<file path="src/rtl/ctr_uart_reporter.sv">
// Snapshots a counter value on trigger and sends it as uppercase hex + CR LF over 8N1 UART.
// Optional AUTO_REPORT_EN adds a free-running period counter that triggers reports on its own.
module ctr_uart_reporter #(
    parameter int VALUE_WIDTH   = 24,
    parameter int CLK_DIV       = 104,
    parameter int REPORT_PERIOD = 12000000
) (
    input  logic                   clk,
    input  logic                   rst,
    input  logic [VALUE_WIDTH-1:0] value,
    input  logic                   trigger,
    output logic                   tx,
    output logic                   busy,
    output logic                   done,
    output logic                   dropped
);
    localparam int DIGITS = VALUE_WIDTH / 4;
    localparam int BW     = $clog2(CLK_DIV);
    localparam int IW     = $clog2(DIGITS + 2);
    localparam logic [BW-1:0] BAUD_LAST = BW'(CLK_DIV - 1);

    if (VALUE_WIDTH < 4 || VALUE_WIDTH % 4 != 0) begin : g_bad_width
        $error("VALUE_WIDTH must be a positive multiple of 4");
    end
    if (CLK_DIV < 2) begin : g_bad_div
        $error("CLK_DIV must be >= 2");
    end
    if (REPORT_PERIOD < 2) begin : g_bad_period
        $error("REPORT_PERIOD must be >= 2");
    end

    typedef enum logic [1:0] {IDLE, START_BIT, DATA_BITS, STOP_BIT} state_e;

    state_e                 state_q;
    logic [BW-1:0]          baud_q;
    logic [2:0]             bit_q;
    logic [IW-1:0]          idx_q;
    logic [VALUE_WIDTH-1:0] snap_q;
    logic                   tx_q, busy_q, done_q, dropped_q;
    logic                   start_c;
    logic [3:0]             nib_c;
    logic [7:0]             char_c;
    int                     sh;

`ifdef AUTO_REPORT_EN
    localparam int PW = $clog2(REPORT_PERIOD);
    logic [PW-1:0] per_q;
    logic          auto_c;

    assign auto_c  = (per_q == PW'(REPORT_PERIOD - 1));
    assign start_c = trigger | auto_c;

    always_ff @(posedge clk) begin
        if (rst || auto_c) per_q <= '0;
        else               per_q <= per_q + PW'(1);
    end
`else
    assign start_c = trigger;
`endif

    // Current character: hex digit of the snapshot (MS nibble first), then CR, then LF.
    always_comb begin
        sh = 0;
        for (int d = 0; d < DIGITS; d++)
            if (idx_q == IW'(d)) sh = VALUE_WIDTH - 4 - 4 * d;
        nib_c = 4'(snap_q >> sh);
        if (idx_q < IW'(DIGITS))
            char_c = (nib_c < 4'd10) ? 8'h30 + {4'h0, nib_c} : 8'h37 + {4'h0, nib_c};
        else if (idx_q == IW'(DIGITS))
            char_c = 8'h0D;
        else
            char_c = 8'h0A;
    end

    always_ff @(posedge clk) begin
        if (rst) begin
            state_q   <= IDLE;
            baud_q    <= '0;
            bit_q     <= '0;
            idx_q     <= '0;
            snap_q    <= '0;
            tx_q      <= 1'b1;
            busy_q    <= 1'b0;
            done_q    <= 1'b0;
            dropped_q <= 1'b0;
        end else begin
            done_q <= 1'b0;
            // Only the external trigger counts as a dropped request.
            if (trigger && busy_q) dropped_q <= 1'b1;
            if (state_q == IDLE) begin
                if (start_c) begin
                    snap_q  <= value;
                    state_q <= START_BIT;
                    busy_q  <= 1'b1;
                    tx_q    <= 1'b0;
                    baud_q  <= '0;
                    idx_q   <= '0;
                end
            end else begin
                baud_q <= (baud_q == BAUD_LAST) ? '0 : baud_q + BW'(1);
                if (baud_q == BAUD_LAST) begin
                    case (state_q)
                        START_BIT: begin
                            state_q <= DATA_BITS;
                            bit_q   <= '0;
                            tx_q    <= char_c[0];
                        end
                        DATA_BITS: begin
                            if (bit_q == 3'd7) begin
                                state_q <= STOP_BIT;
                                tx_q    <= 1'b1;
                            end else begin
                                bit_q <= bit_q + 3'd1;
                                tx_q  <= char_c[bit_q + 3'd1];
                            end
                        end
                        STOP_BIT: begin
                            if (idx_q < IW'(DIGITS + 1)) begin
                                idx_q   <= idx_q + IW'(1);
                                state_q <= START_BIT;
                                tx_q    <= 1'b0;
                            end else begin
                                idx_q   <= '0;
                                state_q <= IDLE;
                                busy_q  <= 1'b0;
                                done_q  <= 1'b1;
                                tx_q    <= 1'b1;
                            end
                        end
                        default: state_q <= IDLE;
                    endcase
                end
            end
        end
    end

    assign tx      = tx_q;
    assign busy    = busy_q;
    assign done    = done_q;
    assign dropped = dropped_q;
endmodule

</file>
<file path="config.mk">
export PLATFORM = sky130hd
export DESIGN_NAME = ctr_uart_reporter
export DESIGN_NICKNAME = d
export VERILOG_FILES = /design/src/rtl/ctr_uart_reporter.sv
export SDC_FILE = /design/constraint.sdc
export NUM_CORES = 1
export LEC_CHECK = 0
export ABC_AREA = 1
export ABC_CLOCK_PERIOD_IN_PS = 3800
export CORE_UTILIZATION = 59
export CTS_CLUSTER_DIAMETER = 120
export DETAILED_ROUTE_END_ITERATION = 8
export PLACE_DENSITY = 0.85
export SLEW_MARGIN = 20
export SYNTH_ARGS = -nofsm -noshare
export SYNTH_HDL_FRONTEND = slang
export SYNTH_SLANG_ARGS = --single-unit
</file>
<file path="constraint.sdc">
create_clock -name clk -period 3.8 [get_ports clk]
set_input_delay 0.57 -clock clk [delete_from_list [all_inputs] [get_ports clk]]
set_output_delay 0.57 -clock clk [all_outputs]
set_load 0.05 [all_outputs]
</file>
==> report_table.html <==
<table>
<tr><th>Metric</th><th>Value</th></tr>
<tr><th colspan="2">Yosys</th></tr>
<tr><td>Syn avg cell area</td><td>7.08 sq um</td></tr>
<tr><td>Post-synthesis sequential area ratio</td><td>0.375</td></tr>
<tr><td>Synthesized instance count</td><td>324</td></tr>
<tr><td>Prevailing post-synth register cell</td><td>sky130_fd_sc_hd__dfxtp_1</td></tr>
<tr><td>Count of distinct cell types in the synthesized netlist</td><td>28</td></tr>
<tr><td>Top cells by area in the synthesized netlist</td><td>sky130_fd_sc_hd__dfxtp_1, sky130_fd_sc_hd__nand2_1, sky130_fd_sc_hd__a21oi_1</td></tr>
<tr><td>Number of synthesized register bits</td><td>43</td></tr>
<tr><td>Biggest area consumer among synthesized cells</td><td>sky130_fd_sc_hd__dfxtp_1</td></tr>
<tr><td>Count of flip-flops with a built-in enable after synthesis</td><td>0</td></tr>
<tr><td>Leading cell types by count after synthesis</td><td>sky130_fd_sc_hd__nand2_1, sky130_fd_sc_hd__inv_1, sky130_fd_sc_hd__dfxtp_1</td></tr>
<tr><td>Synthesis warning total</td><td>0</td></tr>
<tr><td>Synthesized Nets</td><td>363</td></tr>
<tr><td>Total standard cell area after synthesis</td><td>2290 sq um</td></tr>
<tr><td>Share of the synthesized area in the top cell type</td><td>0.375</td></tr>
<tr><td>Proportion of register bits with asynchronous set or reset after synthesis</td><td>0</td></tr>
<tr><td>Most instantiated library cell after synthesis</td><td>sky130_fd_sc_hd__nand2_1</td></tr>
<tr><th colspan="2">Timing</th></tr>
<tr><td>Count of final max-slew check failures</td><td>0</td></tr>
<tr><td>Final worst hold slack</td><td>0.460 ns</td></tr>
<tr><td>Transition time of the tightest slew-check pin</td><td>0.671 ns</td></tr>
<tr><td>Final critical-path share of the clock period</td><td>0.694</td></tr>
<tr><td>Clock period minus final worst setup slack</td><td>2.64 ns</td></tr>
<tr><td>Setup repair after global routing missed its margin</td><td>no</td></tr>
<tr><td>Crit path setup slack, layout</td><td>1.16 ns</td></tr>
<tr><td>Count of final hold-check violations</td><td>0</td></tr>
<tr><td>Max Fclk</td><td>379 MHz</td></tr>
<tr><td>Setup clock skew after layout</td><td>0.00385 ns</td></tr>
<tr><td>Setup tns final</td><td>0 ns</td></tr>
<tr><td>Worst relative slew slack</td><td>0.552</td></tr>
<tr><td>Finish-stage setup viols</td><td>0</td></tr>
<tr><th colspan="2">Detailed routing</th></tr>
<tr><td>Length of the first detailed-routing pass in iterations</td><td>4</td></tr>
<tr><td>Number of antenna-violating nets in the routed design</td><td>0</td></tr>
<tr><td>Final routed wire length divided by cell count</td><td>11.9 um</td></tr>
<tr><td>Remaining design rule violation count</td><td>0</td></tr>
<tr><td>Final WL</td><td>4790 um</td></tr>
<tr><td>Total number of vias</td><td>2130</td></tr>
<tr><td>Count of routing violations after the opening detailed-route iteration</td><td>191</td></tr>
<tr><td>Vias per cell</td><td>5.30</td></tr>
<tr><th colspan="2">Worst setup path</th></tr>
<tr><td>Data arrival time at the worst-slack endpoint</td><td>2.88 ns</td></tr>
<tr><td>Max stage delay cell, worst path</td><td>sky130_fd_sc_hd__dfxtp_1</td></tr>
<tr><td>Count of buffering cells on the critical path with inverters included</td><td>2</td></tr>
<tr><td>Worst setup SP type</td><td>register</td></tr>
<tr><td>Delay of the slowest cell on the worst path</td><td>0.41 ns</td></tr>
<tr><td>Classification of the worst setup path</td><td>reg -&gt; reg</td></tr>
<tr><td>Chain of cells forming the critical path</td><td>inv_1, ha_1, inv_1, nand2_1, nand2_4, nand2_4, o21ai_1, nand2_1, nor2_2, ha_1, nand3b_1, a21oi_1, nand2_1, nand2_1, nand2_1, nand2_1, nand2_1, nand2_1, nand2_1, nand2_1</td></tr>
<tr><td>Cell family contributing the most delay on the critical path</td><td>simple AND/OR/NAND/NOR gates</td></tr>
<tr><td>Critical path required time</td><td>4.05 ns</td></tr>
<tr><td>Sort of element at the end of the critical path</td><td>register</td></tr>
<tr><td>Highest net fanout along the worst path</td><td>15</td></tr>
<tr><td>Cell seen most often among critical-path stages</td><td>sky130_fd_sc_hd__nand2_1</td></tr>
<tr><td>Startpoint of the worst-slack reg-to-reg timing path</td><td>idx_q[1]</td></tr>
<tr><td>Beginning of the critical path</td><td>idx_q[1]</td></tr>
<tr><th colspan="2">Clocking</th></tr>
<tr><td>Clock latency on the worst-skew pair</td><td>0.30 ns</td></tr>
<tr><td>Maximum clock insertion buffer count</td><td>2</td></tr>
<tr><td>Number of buffers added to fix hold violations after cts</td><td>0</td></tr>
<tr><td>CTS clk-pin slew, worst paths</td><td>0.08 ns</td></tr>
<tr><td>Clock Root Buffer</td><td>sky130_fd_sc_hd__clkbuf_8</td></tr>
<tr><td>Number of buffers created by CTS</td><td>5</td></tr>
<tr><td>Post-CTS sizing</td><td>0</td></tr>
<tr><td>CTS H-Tree Depth</td><td>2</td></tr>
<tr><td>Post-CTS Setup Bufs</td><td>0</td></tr>
<tr><td>TritonCTS clock tree</td><td>built</td></tr>
<tr><td>Number of clock sinks seen by CTS</td><td>43</td></tr>
<tr><th colspan="2">Placed design</th></tr>
<tr><td>Area of placed instances</td><td>2620 sq um</td></tr>
<tr><td>Total half-perimeter wirelength after legalization and detailed placement</td><td>3530 um</td></tr>
<tr><td>Weighted congestion reported at the end of routability-driven placement</td><td>0.913</td></tr>
<tr><td>Number of input and output port buffers inserted</td><td>30</td></tr>
<tr><td>Post-placement setup slack</td><td>1.20 ns</td></tr>
<tr><th colspan="2">Outcome</th></tr>
<tr><td>Run status</td><td>finished, final reports clean</td></tr>
<tr><th colspan="2">Power</th></tr>
<tr><td>Clock share of power</td><td>0.181</td></tr>
<tr><td>Switching Share</td><td>0.429</td></tr>
<tr><td>Pwr per Cell Area</td><td>642 nW/um^2</td></tr>
<tr><td>Switching component of the power</td><td>750 uW</td></tr>
<tr><td>Internal Pwr Total</td><td>996 uW</td></tr>
<tr><td>Leakage power of the design</td><td>0.00115 uW</td></tr>
<tr><td>Worst voltage drop across the vdd grid</td><td>0.396 mV</td></tr>
<tr><td>Logic gate share of total power</td><td>0.493</td></tr>
<tr><td>Sequential share of power</td><td>0.326</td></tr>
<tr><th colspan="2">Floorplan</th></tr>
<tr><td>Chip Width</td><td>64.3 um</td></tr>
<tr><td>Height of the die</td><td>64.3 um</td></tr>
<tr><td>Top-level I/O count</td><td>31</td></tr>
<tr><td>Number of standard-cell rows in the floorplan</td><td>22</td></tr>
<tr><td>Area of the core region</td><td>3690 sq um</td></tr>
<tr><td>Floorplan die area</td><td>4140 sq um</td></tr>
<tr><td>Initial cell density of the core</td><td>0.622</td></tr>
<tr><th colspan="2">Layout</th></tr>
<tr><td>Layout-stage area growth over the synthesis result</td><td>18.6%</td></tr>
<tr><td>Layout net count</td><td>392</td></tr>
<tr><td>Design Area, Final</td><td>2720 sq um</td></tr>
<tr><td>End-of-flow core utilization</td><td>0.737</td></tr>
<tr><td>Share of cells above drive strength 1</td><td>0.0621</td></tr>
<tr><td>Total inserted antenna cells</td><td>0</td></tr>
<tr><th colspan="2">Global route</th></tr>
<tr><td>First-pass GRT wire length</td><td>8320 um</td></tr>
<tr><td>Largest net degree at the start of global routing</td><td>43</td></tr>
<tr><td>Gr usage total</td><td>0.257</td></tr>
<tr><td>Via count of the first global-routing pass</td><td>1980</td></tr>
<tr><td>GRT Residual Overflow</td><td>0</td></tr>
<tr><td>Number of antenna violations at the first check in global routing</td><td>0</td></tr>
<tr><th colspan="2">Job</th></tr>
<tr><td>Max-capacitance violation count</td><td>0</td></tr>
<tr><th colspan="2">Min path</th></tr>
<tr><td>Hold wc startpoint</td><td>snap_q[16]</td></tr>
<tr><td>Min-Delay Path Class</td><td>reg -&gt; reg</td></tr>
</table>
==> kinds of logic (layout without fill, tap and decap cells) <==
logic type / Yosys count / after routing / synth area share
XOR/XNOR: 1 / 1 / 0.00382
AND/OR/NAND/NOR: 126 / 126 / 0.255
AO/OA/AOI/OAI: 86 / 86 / 0.205
buffers and inverters: 56 / 86 / 0.0960
adder cells (fa/ha/maj): 12 / 12 / 0.0655
flip-flops: 43 / 43 / 0.375
==> metrics by stage <==
stage,power (uW),cells
finish,1750,402
global route,1890,402
CTS,1750,402
detailed placement,1430,394
global placement,1400,394
floorplan,1260,324
==> worst paths after layout <==
path                      to  slack (ns)  depth (start not counted)
setup / recovery          tx        1.16                         20
hold / removal    snap_q[16]        0.46                          2
hold reg to reg   snap_q[16]        0.46                          2
setup reg to reg          tx        1.16                         20
==> state kept, by name, summed over array words and instances (netlist names) <==
signal / count
done: 1
baud_q: 7
state_q: 2
snap_q: 24
idx_q: 3
tx: 1
dropped: 1
busy: 1
bit_q: 3
==> cell usage in the layout (no fill, tap or decap), types with 3 or more instances in the layout <==
cell | netlist | layout
sky130_fd_sc_hd__nand3b_1 | 4 | 4
sky130_fd_sc_hd__clkbuf_8 | 0 | 7
sky130_fd_sc_hd__nor3_1 | 3 | 3
sky130_fd_sc_hd__o21ai_0 | 33 | 33
sky130_fd_sc_hd__a21oi_1 | 36 | 36
sky130_fd_sc_hd__clkdlybuf4s50_1 | 0 | 30
sky130_fd_sc_hd__nor2_1 | 34 | 34
sky130_fd_sc_hd__nand2_4 | 5 | 5
sky130_fd_sc_hd__dfxtp_1 | 43 | 43
sky130_fd_sc_hd__nand2_1 | 53 | 53
sky130_fd_sc_hd__a211oi_1 | 4 | 4
sky130_fd_sc_hd__nand3_1 | 20 | 20
sky130_fd_sc_hd__ha_1 | 12 | 12
sky130_fd_sc_hd__o21ai_1 | 3 | 3
sky130_fd_sc_hd__o211ai_1 | 4 | 4
sky130_fd_sc_hd__inv_1 | 45 | 45
==> per-layer routing <==
layer	vias up	routed length [um]	GRT usage
met5	-	0	0
met4	0	59	0.0917
met3	6	219	0.0518
met2	45	2130	0.425
met1	957	2390	0.329
li1	1122	-	-
==> area by class of cell <==
type	count	area (sq um)
inverters	47	179
clock buffers	8	100
flip-flops and latches	43	861
fillers	310	968
repair buffers	31	308
multi-input cells	225	1210
well taps	48	60.1
==> power groups by stage <==
| stage | Clock [uW] | Sequential (uW) | Combinational, uW |
|---|---|---|---|
| 4_1_cts | 324 | 569 | 854 |
| 3_3_place_gp | 0 | 577 | 828 |
| 6_report | 316 | 569 | 860 |
| 5_1_grt | 341 | 576 | 973 |
| 3_5_place_dp | 0 | 580 | 848 |
| 2_1_floorplan | 0 | 591 | 667 |
==> worst register-to-register path, delay by kind of cell (launching register included) <==
family	cells	cell delay (ns)
compound gates	2	0.32
flops	1	0.41
simple gates	14	1.26
fa+ha+maj	2	0.47
buf+inv	2	0.16
Power figures use the tool's default switching activity.
==> RTL change, RTL diff (same flow settings) <==
Add a define of `AUTO_REPORT_EN`.
--- a/src/rtl/ctr_uart_reporter.sv
+++ b/src/rtl/ctr_uart_reporter.sv
@@ -2,2 +2,4 @@
 // Optional AUTO_REPORT_EN adds a free-running period counter that triggers reports on its own.
+`define AUTO_REPORT_EN
+
 module ctr_uart_reporter #(
Check against the original RTL: no difference found for any inputs over 10 cycles, from zero or initial values and one cycle with rst high; that may be too few to reach the edited logic, so the function may still have changed.
==> RTL change against the original RTL <==
Count of clock-buffer cells in the layout up 1; critical endpoint unchanged; synthesized area increased by 50%; wire length grew 51%; fmax up 0.44%; final area is 47% higher; cell count rose by 48%; power rose by 46%; sequential cell count rose by 24; setup slack better by 11 ps; via count rose by 50%; combinational power up 24%.
==> RTL change: results (changes against the original RTL) <==
** Pwr
- The static power due to leakage was 1.60 nW (was 1.15 nW).
- The clock-net power is 0.604 mW (was 0.316 mW).
- The worst-case vdd ir drop is 0.327 mV (was 0.396 mV).
- Proportion of power drawn by flip-flops and latches :: 0.343 (was 0.326)
- The net switching power of the design was 1.05 mW (was 0.750 mW).
- Int Power :: 1.50 mW (was 0.996 mW)

** Critical path
- The depth of the worst register-to-register path came to 19 (was 20).
- The maximum cell stage delay along the critical path is 430 ps (was 410 ps).
- The highest fanout seen on the critical path came to 5 (was 15).
- The arrival time at the worst endpoint came to 2920 ps (was 2880 ps).

** Global route
- Global Route Usage Sum :: 0.255 (was 0.257)
- The first-pass GRT wire length is 12300 um (was 8320 um).

** Synthesis
- Nets in the synthesized netlist :: 527 (was 363)
- Top post-synthesis cells by count: nand2_1 (87), dfxtp_1 (67), inv_1 (61), nor2_1 (61), a21oi_1 (42) (was nand2_1 (53), inv_1 (45), dfxtp_1 (43), a21oi_1 (36), nor2_1 (34)).
- Unique cell type count in the Yosys netlist :: 37 (was 28)
- Sequential fraction of the synthesis area :: 0.390 (was 0.375)

** Drt
- Detail-routed via count per cell :: 5.37 (was 5.30)
- The DRC marker count from the first detailed-route iteration is 196 (was 191).
- DR WL/cell :: 12.1 um (was 11.9 um)

** STA
- The worst clock skew came to 7.44 ps (was 3.85 ps).
- Max-slew headroom :: 0.580 (was 0.552)

** CTS
- Number of CTS-inserted buffers :: 9 (was 5)
- Clock latency on the worst-skew pair :: 350 ps (was 300 ps)

** Hold path
- Instance count along the most critical hold path :: 1 (was 2)

** Finish
- Largest registers in the final layout: per_q (24), snap_q (24), baud_q (7) (was snap_q (24), baud_q (7)).
- The count of nets after finishing came to 558 (was 392).

** Outcome
- Run status: completed (unchanged).

** Place
- The final estimated routing congestion in global placement came to 0.847 (was 0.913).
-- RTL change: cell count changes in the layout (fill, tap and decap cells not counted), sizes merged, moves of 4 or more --
cell   delta
nand2    +38
nor2     +29
dfxtp    +24
inv      +20
nand3    +17
nand4     +9
a21oi     +7
o21ai     +6
nor3      +4
nor3b     +4
-- RTL change: routing by layer --
metal | track usage | share of wire
met5 | 0 | 0
met3 | 0.0744 | 0.043
met4 | 0.104 | 0.015
met2 | 0.464 | 0.51
met1 | 0.275 | 0.43
-- RTL change: layout make-up --
cell class,count,area [um2]
Timing Repair Buffer,32,315
Clock inverter,7,76.3
Fill cell,437,1590
Multi-Input combinational cell,342,1790
Inverter,66,248
Tap cell,72,90.1
Clock buffer,9,124
Sequential cell,67,1340
-- RTL change: per-stage QoR --
step / area (um2) / worst slack, ps / cells / hold WS (ps)
6_report: 3990 / 1170 / 595 / 448
5_1_grt: 3990 / 836 / 595 / 476
4_1_cts: 3990 / 1170 / 595 / 455
3_5_place_dp: 3790 / 1190 / 579 / 437
3_3_place_gp: 3790 / 1240 / 579 / 430
2_1_floorplan: 3440 / 1410 / 487 / 418
-- RTL change: kinds of logic (layout without fill, tap and decap cells) --
kind of cell | after synthesis | after routing | share of synthesized area
xor+xnor | 4 | 4 | 0.0102
compound gates | 99 | 99 | 0.158
flops | 67 | 67 | 0.390
fa+ha+maj | 13 | 13 | 0.0473
buf+inv | 78 | 114 | 0.0877
simple gates | 226 | 226 | 0.307
-- RTL change: worst paths after layout --
check	slack (ps)	start	endpoint
setup reg to reg	1170	idx_q[2]	tx
hold / removal	450	per_q[0]	per_q[0]
setup / recovery	1170	idx_q[2]	tx
hold reg to reg	450	per_q[0]	per_q[0]
